`src/rtl/mem_arbiter.sv`:
```
// Two-port round-robin arbiter in front of a single 64-bit memory port with fixed read latency.
// Define ARB_STATS_EN to add per-port grant counters and a stall-cycle counter.
module mem_arbiter #(
  parameter int AW     = 48,
  parameter int DW     = 64,
  parameter int RD_LAT = 2
) (
  input  logic            clk,
  input  logic            reset,
  input  logic            req0,
  input  logic            we0,
  input  logic [AW-1:0]   addr0,
  input  logic [DW-1:0]   wdata0,
  input  logic [DW/8-1:0] mask0,
  output logic            gnt0,
  output logic            rvalid0,
  input  logic            req1,
  input  logic            we1,
  input  logic [AW-1:0]   addr1,
  input  logic [DW-1:0]   wdata1,
  input  logic [DW/8-1:0] mask1,
  output logic            gnt1,
  output logic            rvalid1,
  output logic [DW-1:0]   rdata,
  output logic            mem_en,
  output logic            mem_we,
  output logic [AW-1:0]   mem_addr,
  output logic [DW-1:0]   mem_wdata,
  output logic [DW/8-1:0] mem_mask,
  input  logic [DW-1:0]   mem_rdata,
  output logic            busy
`ifdef ARB_STATS_EN
  ,
  output logic [31:0]     stat_gnt0,
  output logic [31:0]     stat_gnt1,
  output logic [31:0]     stat_stall
`endif
);

  typedef enum logic [1:0] {IDLE, ISSUE, WAIT, RESP} state_t;

  state_t            r_state;
  state_t            w_next;
  logic              r_lastGnt;
  logic              r_win;
  logic              r_we;
  logic [AW-1:0]     r_addr;
  logic [DW-1:0]     r_wdata;
  logic [DW/8-1:0]   r_mask;
  logic [3:0]        r_cnt;
  logic              w_any;
  logic              w_pick1;
  logic              w_selWe;

  // With both requesting, the port that did not win last time goes next.
  assign w_any   = req0 | req1;
  assign w_pick1 = req1 & (~req0 | ~r_lastGnt);
  assign w_selWe = w_pick1 ? we1 : we0;

  assign busy      = (r_state != IDLE);
  assign mem_addr  = r_addr;
  assign mem_wdata = r_wdata;
  assign mem_mask  = r_mask;

  always_comb begin
    w_next  = r_state;
    gnt0    = 1'b0;
    gnt1    = 1'b0;
    rvalid0 = 1'b0;
    rvalid1 = 1'b0;
    mem_en  = 1'b0;
    mem_we  = 1'b0;
    case (r_state)
      IDLE: begin
        if (w_any) w_next = ISSUE;
      end
      ISSUE: begin
        mem_en = 1'b1;
        mem_we = r_we;
        gnt0   = ~r_win;
        gnt1   = r_win;
        w_next = r_we ? IDLE : WAIT;
      end
      WAIT: begin
        if (r_cnt == 4'd0) w_next = RESP;
      end
      RESP: begin
        rvalid0 = ~r_win;
        rvalid1 = r_win;
        w_next  = IDLE;
      end
      default: w_next = IDLE;
    endcase
  end

  always_ff @(posedge clk) begin
    if (reset) begin
      r_state   <= IDLE;
      r_lastGnt <= 1'b1;
      r_win     <= 1'b0;
      r_we      <= 1'b0;
      r_addr    <= '0;
      r_wdata   <= '0;
      r_mask    <= '0;
      r_cnt     <= 4'd0;
      rdata     <= '0;
    end else begin
      r_state <= w_next;
      case (r_state)
        IDLE: begin
          if (w_any) begin
            r_win     <= w_pick1;
            r_lastGnt <= w_pick1;
            r_we      <= w_selWe;
            r_addr    <= w_pick1 ? addr1 : addr0;
            r_wdata   <= w_pick1 ? wdata1 : wdata0;
            // Reads always present a full-width mask to memory.
            r_mask    <= w_selWe ? (w_pick1 ? mask1 : mask0) : '1;
          end
        end
        ISSUE: begin
          if (!r_we) r_cnt <= 4'(RD_LAT - 1);
        end
        WAIT: begin
          if (r_cnt == 4'd0) rdata <= mem_rdata;
          else               r_cnt <= r_cnt - 4'd1;
        end
        default: ;
      endcase
    end
  end

`ifdef ARB_STATS_EN
  logic w_stall;

  // A requester stalls while the arbiter is busy or while it loses arbitration in IDLE.
  assign w_stall = (req0 & (busy | w_pick1)) | (req1 & (busy | ~w_pick1));

  always_ff @(posedge clk) begin
    if (reset) begin
      stat_gnt0  <= 32'd0;
      stat_gnt1  <= 32'd0;
      stat_stall <= 32'd0;
    end else begin
      if (gnt0)    stat_gnt0  <= stat_gnt0 + 32'd1;
      if (gnt1)    stat_gnt1  <= stat_gnt1 + 32'd1;
      if (w_stall) stat_stall <= stat_stall + 32'd1;
    end
  end
`endif

endmodule

```
`config.mk`:
```
export PLATFORM = sky130hd
export DESIGN_NAME = mem_arbiter
export DESIGN_NICKNAME = d
export VERILOG_FILES = /design/src/rtl/mem_arbiter.sv
export SDC_FILE = /design/constraint.sdc
export NUM_CORES = 1
export LEC_CHECK = 0
export CAP_MARGIN = 10
export CORE_AREA = 5 5 193 195
export CTS_CLUSTER_SIZE = 40
export DETAILED_ROUTE_END_ITERATION = 8
export DIE_AREA = 0 0 198 200
export PLACE_DENSITY = 0.57
export SLEW_MARGIN = 20
export SYNTH_ARGS = -nofsm -noshare
export SYNTH_HDL_FRONTEND = slang
export SYNTH_SLANG_ARGS = --single-unit
```
`constraint.sdc`:
```
create_clock -name clk -period 1.62 [get_ports clk]
set_input_delay 0.324 -clock clk [delete_from_list [all_inputs] [get_ports clk]]
set_output_delay 0.324 -clock clk [all_outputs]
set_load 0.02 [all_outputs]
```
==> results by group, run 1 <==
Critical path
  – Worst EP required: around 2000 ps
  – Worst R2R End: r_cnt[2]
  – Crit Reg-Reg Startpoint: r_cnt[0]
  – Crit-path max FO: 8
  – Setup CP Type: flip-flop to flip-flop
  – FF-to-FF path depth: 7
  – Critical Path Sink Type: flip-flop
  – Type of origin of the critical path: flip-flop
  – Arrival @ worst endpoint: 1970 ps
  – R2R Setup Slk: 30 ps

Place
  – Post-detail-place hpwl: about 29 mm
  – # port buffers: 500
  – Placed Cells: 1943
  – DP Area: 14200 sq um
  – Gpl congestion: 0.858

Timing
  – Period utilization: 98.0%
  – Final Hold Slack: 254 ps
  – Min Clock Period, post-route: ~1600 ps
  – Final hold violations: 0
  – Slew Viols, Final: 0
  – Max Freq: 630 MHz
  – Setup Viol. Count Final: 0
  – RSZ-0062 raised after global routing: true
  – Actual slew at the worst max-slew pin: 430 ps
  – Worst Skew: approximately 11 ps
  – Max-slew headroom: 71.3%

Floorplan
  – IO Pins: 501
  – Die footprint: 39600 sq um
  – Core box area: 35200 sq um
  – Horiz. Die Dim: 198 um
  – Die Ht: 200 um
  – # rows: 69
  – Starting Density: 23.5%

Hold path
  – WHS Endpoint: rdata[7]
  – Worst Hold Launch: reset
  – Hold WC Path Type: input pin to flip-flop
  – Hold path cells: 2

Global routing
  – GRT Residual Overflow: 0
  – Initial antenna violation count: 0
  – Total GRT Usage: 18.6%
  – Largest net degree at the start of global routing: 65
  – First-pass GRT wire length: 57.6 mm
  – Vias in the first global route: 9602

Routing
  – Top Metal Used: met4
  – Routed WL: 40.4 mm
  – DR iter-0 viols: around 540
  – Met2 routed WL: 19.8 mm
  – Post-route ant nets: 0
  – DR DRC count: 0
  – Metal-1 WL: 16.4 mm
  – DR vias: 9824
  – Drt wl/cell: 20.3 um
  – Drt pass-1 iters: 4
  – Metal3 WL: 3.01 mm
  – Vias per cell: 4.94

Yosys
  – Yosys warns: 0
  – Synth Area in Simple Gates: roughly 17%
  – Post-Synthesis Cells: approximately 1000
  – Most numerous cell in the Yosys netlist: nand2_1
  – Main combinational cell family by area after synthesis: compound AO/OA/AOI/OAI gates
  – Post-Synth Adder-Cell Area: 0.151%
  – Ys async rst share: 0%
  – Syn Nets: ~1300
  – Synthesis-stage register bit count: 193
  – Sequential fraction of the synthesis area: 46.6%
  – Most area-consuming cells after synthesis: dfxtp_1, a311oi_1, a21oi_1
  – Synth top area share: 46.6%
  – Synth Flop Type: dfxtp_1
  – Largest area contributor in the netlist: dfxtp_1
  – Synth cell types: 36
  – Post-Syn Area: 8290 sq um
  – Synth cell count leaders: nand2_1, dfxtp_1, a21oi_1
  – Post-synthesis mux area share: 0.966%
  – Mean post-synth cell area: 8.03 sq um
  – XOR/XNOR Fraction of Synth Area: 0%
  – Complex-gate fraction of the synthesized area: 29.0%
  – Post-synth EDFFs: 0

Status
  – Status: complete, no violations

CTS
  – Worst-path clk slew: 80 ps
  – Hold buffers post-CTS: 0
  – Cts bufs inserted: 17
  – H-tree levels: 4
  – TritonCTS clock tree: done
  – CTS sink cnt: 193
  – CTS max path bufs: 2
  – CTS root buffer: clkbuf_16
  – Clk_lat worst skew: 450 ps

Pwr
  – LEAKAGE: 6.15 nW
  – Total Power: 14.6 mW
  – VDD IR max: 0.000825 V
  – Pwr Density: 988 nW/um^2

Job
  – Maxcap violations: 0

Final layout
  – Area growth, synth to finish: 78.2%
  – Share of cells above drive strength 1: 9.51%
  – FF+latch area: slightly below 4000 sq um
  – Fill cells: 3644
  – Fin area: 14800 sq um
  – Non-Filler Instances: between 1500 and 2000
  – Multi-input gate area: 3960 sq um
  – Final Net Count: 1822
[layer usage]
layer / track usage (%) / vias to the layer above
met5: 0 / -
met4: 7.17 / 0
met3: 5.69 / 59
met2: 30.7 / 381
met1: 22.8 / 4687
li1: - / 4697
[worst max-delay path, cell delays in order, from the launching register on]
cell and delay, ps:
dfxtp_2 350, inv_2 50, ha_4 160, nor3b_4 150, buf_12 150, buf_4 140, or4_1 400, a21oi_1 130
[power by group]
part / switching [mW] / leakage (nW) / total (mW) / internal (mW)
sequential: 0.282 / 1.59 / 5.55 / 5.27
combinational: 2.67 / 4.29 / 4.93 / 2.25
clock: 2.11 / 0.269 / 4.12 / 2.01
[area by class of cell]
class,count,share of cell area [%]
timing repair buffer,576,39.2
multi-input combinational,719,26.8
sequential,193,26.2
tap,461,3.90
clock buffer,17,2.88
clock inverter,15,0.830
inverter,4,0.102
antenna,2,0.0339
[worst max-delay path by stage]
stage / start / endpoint / slack, ps
final: r_cnt[0] / r_cnt[2] / 30
after global routing: flip-flop / gnt0 / -50
after CTS: flip-flop / busy / -3
after detailed placement: req0 / mem_addr[23] / -330
after global placement: req0 / mem_mask[1] / -300
after floorplan: r_cnt[0] / rdata[0] / 20
[timing repair]
item | in CTS | in global routing
gates resized for setup | 226 | 57
endpoints found under the setup margin | 251 | 109
gates cloned | 0 | 6
pin swaps | 0 | 13
buffers inserted | 1 | 3
[cell usage in the layout, fill, tap and decap left out, types with 30 or more instances in the layout]
master / n
dfxtp_1: 188
nand3_1: 65
o21ai_0: 30
buf_4: 38
nand2_1: 229
o21ai_1: 37
dlygate4sd2_1: 183
clkdlybuf4s50_1: 307
a21oi_1: 190
a311oi_1: 113
[sequential cells by signal (all words and copies together) (netlist names), named ones only]
name / cells
rdata: 64
r_lastGnt: 1
r_win: 1
mem_addr: 48
r_we: 1
r_state: 1
mem_mask: 8
mem_wdata: 64
r_cnt: 4
[cells by family after synthesis]
family | count (synthesis)
flip-flops | 193
adder cells (fa/ha/maj) | 1
AND/OR/NAND/NOR | 324
buffers and inverters | 120
AO/OA/AOI/OAI | 386
multiplexers | 8
[metrics by stage]
stage | setup slack, ps | setup TNS, ps | util (%)
after detailed placement | -334 | -36810 | 40.3
after floorplan | 18.4 | 0 | -
after global routing | -48.8 | -327 | 41.9
final | 33.0 | 0 | 41.9
after global placement | -302 | -30440 | 40.3
after CTS | -3.05 | -3.05 | 41.3
No activity file was read; power rests on OpenSTA's default activity.
==> inputs of run 2 (changes only) <==
--- a/config.mk
+++ b/config.mk
@@ -5,7 +5,6 @@
 export SDC_FILE = /design/constraint.sdc
 export NUM_CORES = 1
 export LEC_CHECK = 0
-export CAP_MARGIN = 10
 export CORE_AREA = 5 5 193 195
 export CTS_CLUSTER_SIZE = 40
 export DETAILED_ROUTE_END_ITERATION = 8
==> results of run 2 <==
No change in the layout: final DEF, timing and power equal those of run 1.
==> RTL change 1: new RTL, flow settings as in run 2 <==
The option `ARB_STATS_EN` is turned on by a define.
--- a/src/rtl/mem_arbiter.sv
+++ b/src/rtl/mem_arbiter.sv
@@ -2,2 +2,4 @@
 // Define ARB_STATS_EN to add per-port grant counters and a stall-cycle counter.
+`define ARB_STATS_EN
+
 module mem_arbiter #(
Check against the original RTL (old outputs only; new: stat_gnt0, stat_gnt1 and stat_stall): equivalent (Yosys induction, for registers that start in step).
==> RTL change 1 against run 2 <==
The run now ends with setup timing left. Sequential cell count up 96. Area after synthesis up 50%. Critical endpoint is now stat_gnt0[22]. Worst setup slack worse by 0.22 ns. Largest power group unchanged. Cell area up 70%. Routed wire length up 58%. Total power up 66%. Clock power up 87%.
==> RTL change 1: results (changes against run 2) <==
- Met2 wire len: 31640 um (+60%)
- Final nets: 2685 (+47%)
- Fin Hold WS: 0.2462 ns (-0.007851 ns)
- Global Route met3 Usage: 9.433% (+3.7 points)
- Worst-Skew Late Latency: 0.51 ns (+0.06 ns)
- Synth cell types: 50 (+39%)
- CTS buffer count: 35 (+18)
- Max-slew headroom: 65.13% (-6.2 points)
- Post-CTS sizing: 576 (+150%)
- Power Internal: 16370 uW (+72%)
- Failing checks: setup timing
- # setup viols final: 195 (+195)
- Final setup TNS: -11.53 ns (-11.53 ns)
- Top layer in use: met5
- Gr usage total: 27.39% (+8.8 points)
- DR WL met3: 5073 um (+68%)
- Pre-CTS WS: -0.7189 ns (-0.3845 ns)
- Vias in the first global route: 14090 (+47%)
- Placed Area: 0.02056 mm^2 (+45%)
- Status: finished, violations left
- PortBufs: 596 (+19%)
- Via-per-instance ratio: 5.328 (+7.8%)
- Initial DRC count: 828 (+55%)
- Layout cells sized above 1: 38.93% (+29 points)
- Leak pwr: 0.01053 uW (+71%)
- Slack of the critical path: -0.1857 ns (-0.2188 ns)
- CTS max path bufs: 3 (+1)
- Post-synth top cells: nand2_1, dfxtp_1, nor2_1
- Total number of vias: 15270 (+55%)
- Initial antenna violation count: 16 (+16)
- CP max stage cell: dfxtp_4
- First-pass GRT wire length: 84480 um (+47%)
- H-tree levels: 2 (-2)
- WL/cell: 22.33 um (+9.8%)
- # fillers: 2816 (-23%)
- Drt first pass iters: 5 (+1)
- Post-Synthesis Net Count: 1874 (+40%)
- Worst path arrival time: 2.20 ns (+0.23 ns)
- CTS clk-pin slew, worst paths: 0.06 ns (-0.02 ns)
- Post-DP HPWL: 43860 um (+51%)
- Multiplexer share of the synthesized area: 1.260% (+0.29 points)
- Adder-cell share of the synthesized area: 0.4032% (+0.25 points)
- Ys async rst share: 0% (unchanged)
- Avg Cell Area, Syn: 7.956 um^2 (-0.93%)
- Post-synthesis xor/xnor area fraction: 2.046% (+2.0 points)
- Largest cells by area after synthesis: dfxtp_1, nand2_1, a311oi_1
- Largest net degree at the start of global routing: 70 (+7.7%)
- Met1 wire length: 24620 um (+50%)
==> RTL change 1: cell types whose count changed after synthesis, moves of 15 or more <==
cell / change
or4_1: +32
or3_1: +15
buf_2: -45
nand2_1: +180
nand3_1: -31
clkbuf_1: +56
xor2_1: +21
o21ai_0: -40
nand4_1: +33
nor2_1: +163
and4_1: +15
dfxtp_1: +96
a21oi_1: -65
o31ai_1: +34
==> RTL change 1: power by group through the flow <==
stage / sequential [uW] / clock (uW) / combinational (uW)
2_1_floorplan: 9040 / 0 / 1850
3_3_place_gp: 8280 / 0 / 5840
3_5_place_dp: 8300 / 0 / 5870
4_1_cts: 8140 / 7800 / 5890
5_1_grt: 8400 / 8100 / 8580
6_report: 8330 / 7710 / 8160
==> RTL change 1: path summary, 6_finish.rpt <==
| kind | startpoint | endpoint | cells after the start |
|---|---|---|---|
| max | register | stat_gnt0[22] | 6 |
| min | reset | stat_gnt1[30] | 2 |
| max reg2reg | register | stat_gnt0[22] | 6 |
| min reg2reg | rdata[62] | rdata[62] | 2 |
==> RTL change 1: area by class of cell <==
cell class                      instances  area (um^2)  area share (%)
Timing Repair Buffer                  892         8945           35.59
Antenna cell                           11        27.53          0.1095
Clock buffer                           56         1087           4.327
Clock inverter                          4        22.52         0.08962
Tap cell                              461        576.8           2.295
Multi-Input combinational cell       1139         8517           33.89
Inverter                               14        52.55          0.2091
Sequential cell                       289         5902           23.49
==> RTL change 1: kinds of logic (layout without fill, tap and decap cells) <==
kind of cell | after synthesis | after routing
mux | 14 | 14
simple gates | 772 | 773
buf+inv | 134 | 966
compound gates | 318 | 319
flops | 289 | 289
fa+ha+maj | 4 | 4
other cells | 0 | 11
xor+xnor | 29 | 29
==> RTL change 2: new RTL, flow settings as in run 2 <==
Made on the original files. Re-encode `state_t` (4 states) as one-hot, 4 bits wide.
--- a/src/rtl/mem_arbiter.sv
+++ b/src/rtl/mem_arbiter.sv
@@ -39,3 +39,3 @@
 
-  typedef enum logic [1:0] {IDLE, ISSUE, WAIT, RESP} state_t;
+  typedef enum logic [3:0] {IDLE = 4'b0001, ISSUE = 4'b0010, WAIT = 4'b0100, RESP = 4'b1000} state_t;
 
Formal check against the unedited RTL: no difference found for any inputs over 4 cycles, from zero or initial values and one cycle with reset high; so few cycles prove little.
==> RTL change 2 against run 2 <==
The run now ends with setup timing left. Register-to-register slack worse by 0.35 ns. Global-route usage is 2.3 points higher. Combinational power is 22% higher. Cell area is 17% higher. Clock power is 4% higher. Sequential share of layout area is 3.7 points lower. Sequential cell count is 2 higher. Total power is 8.8% higher. Worst setup slack worse by 0.46 ns. Final cell count is 5.0% higher. Routed wire length is 16% higher. Count of clock-buffer cells in the layout is 7 higher. Core utilization is 7.3 points higher. Area after synthesis is 0.45% higher. Critical path type is now reg2out. Critical endpoint is now gnt1. Largest cell class unchanged. Highest routed layer is now met5.
==> RTL change 2: results (changes against run 2) <==
- Crit path from: r_state[0]
- Register area: 0.003910 mm^2 (+0.97%)
- Leak pwr: 0.007954 uW (+29%)
- Seq/Total Area, Yosys: 46.89% (+0.27 points)
- First-pass GRT wire length: 63860 um (+11%)
- Status: finished, violations left
- Initial DRC count: 440 (-18%)
- R2R cell count: 9 (+2)
- Gr usage total: 20.88% (+2.3 points)
- Post-CTS sizing: 248 (+9.7%)
- Clock skew: 0.008407 ns (-0.002220 ns)
- GPL Wtd Cong: 0.8174 (-4.7%)
- Via-per-instance ratio: 5.057 (+2.3%)
- R2R Path Start: r_state[3]
- Slack of the critical path: -0.4292 ns (-0.4622 ns)
- Failing checks: setup timing
- Final nets: 1919 (+5.3%)
- Placed Area: 0.01443 mm^2 (+1.6%)
- Met1 Use GR: 25.11% (+2.3 points)
- Worst-margin pin slew: 0.5812 ns (+0.1509 ns)
- Largest cells by area after synthesis: dfxtp_1, a311oi_1, a21oi_1
- CTS clk-pin slew, worst paths: 0.07 ns
- # fillers: 3337 (-8.4%)
- FF-to-FF setup slack: -0.32 ns (-0.35 ns)
- Adder-cell share of the synthesized area: 0.3006% (+0.15 points)
- Avg Cell Area, Syn: 7.998 um^2 (-0.42%)
- # setup viols final: 198 (+198)
- Final setup TNS: -37.43 ns (-37.43 ns)
- Fin Hold WS: 0.2280 ns (-0.02600 ns)
- Worst path arrival time: 1.73 ns (-0.24 ns)
- Drt first pass iters: 6 (+2)
- Synth cell types: 33 (-8.3%)
- Met2 GRT Util: 35.69% (+4.9 points)
- Hold Path Cell Cnt: 3 (+1)
- Hold_sp: reset
- Total number of vias: 10550 (+7.4%)
- Initial antenna violation count: 8 (+8)
- Post-CTS Setup Inserts: 25 (+24)
- Worst r2r dst: mem_wdata[40]
- Multiplexer share of the synthesized area: 0% (-0.97 points)
- Post-Synthesis Net Count: 1353 (+0.74%)
- Layout cells sized above 1: 20.32% (+11 points)
- # placed instances: 1962 (+0.98%)
- Vias in the first global route: 10440 (+8.7%)
- WL/cell: 22.52 um (+11%)
- Largest net degree at the start of global routing: 87 (+34%)
- Post-synth top cells: nand2_1, dfxtp_1, a21oi_1
- Peak VDD IR: 0.7571 mV (-8.2%)
- Global Route met3 Usage: 6.109% (+0.42 points)
- CP Max Fanout: 3 (-5)
## RTL change 2: cell count changes after synthesis, moves of 9 or more
cell	delta
a21oi_1	-11
buf_2	-18
nand2b_1	-10
clkbuf_1	+25
nor3b_1	+17
o32ai_1	+9
## RTL change 2: report_power, final
part	switching [uW]	internal [uW]	total, uW
Clock	2000	2290	4280
Combinational	2870	3130	6000
Sequential	286	5310	5600
## RTL change 2: worst max-delay path, stage by stage (launching register included)
cell     delay [ns]
dfxtp_2        0.33
or4b_4         0.59
inv_4          0.08
and2_4         0.16
buf_6          0.11
## RTL change 2: per-layer routing
layer / part of all wire (%) / wire (um)
met4: 3.5 / 1657
met1: 39 / 18350
met5: 0.028 / 13
met2: 50 / 23320
met3: 7.8 / 3647
## RTL change 2: layout make-up
type                    instances  share of cell area [%]
diodes                          6                 0.08660
clock buffers                  24                   2.836
clock inverters                 7                  0.4330
inverters                       6                  0.1588
multi-input cells             725                   26.57
flip-flops and latches        195                   22.55
well taps                     461                   3.327
repair buffers                662                   44.04
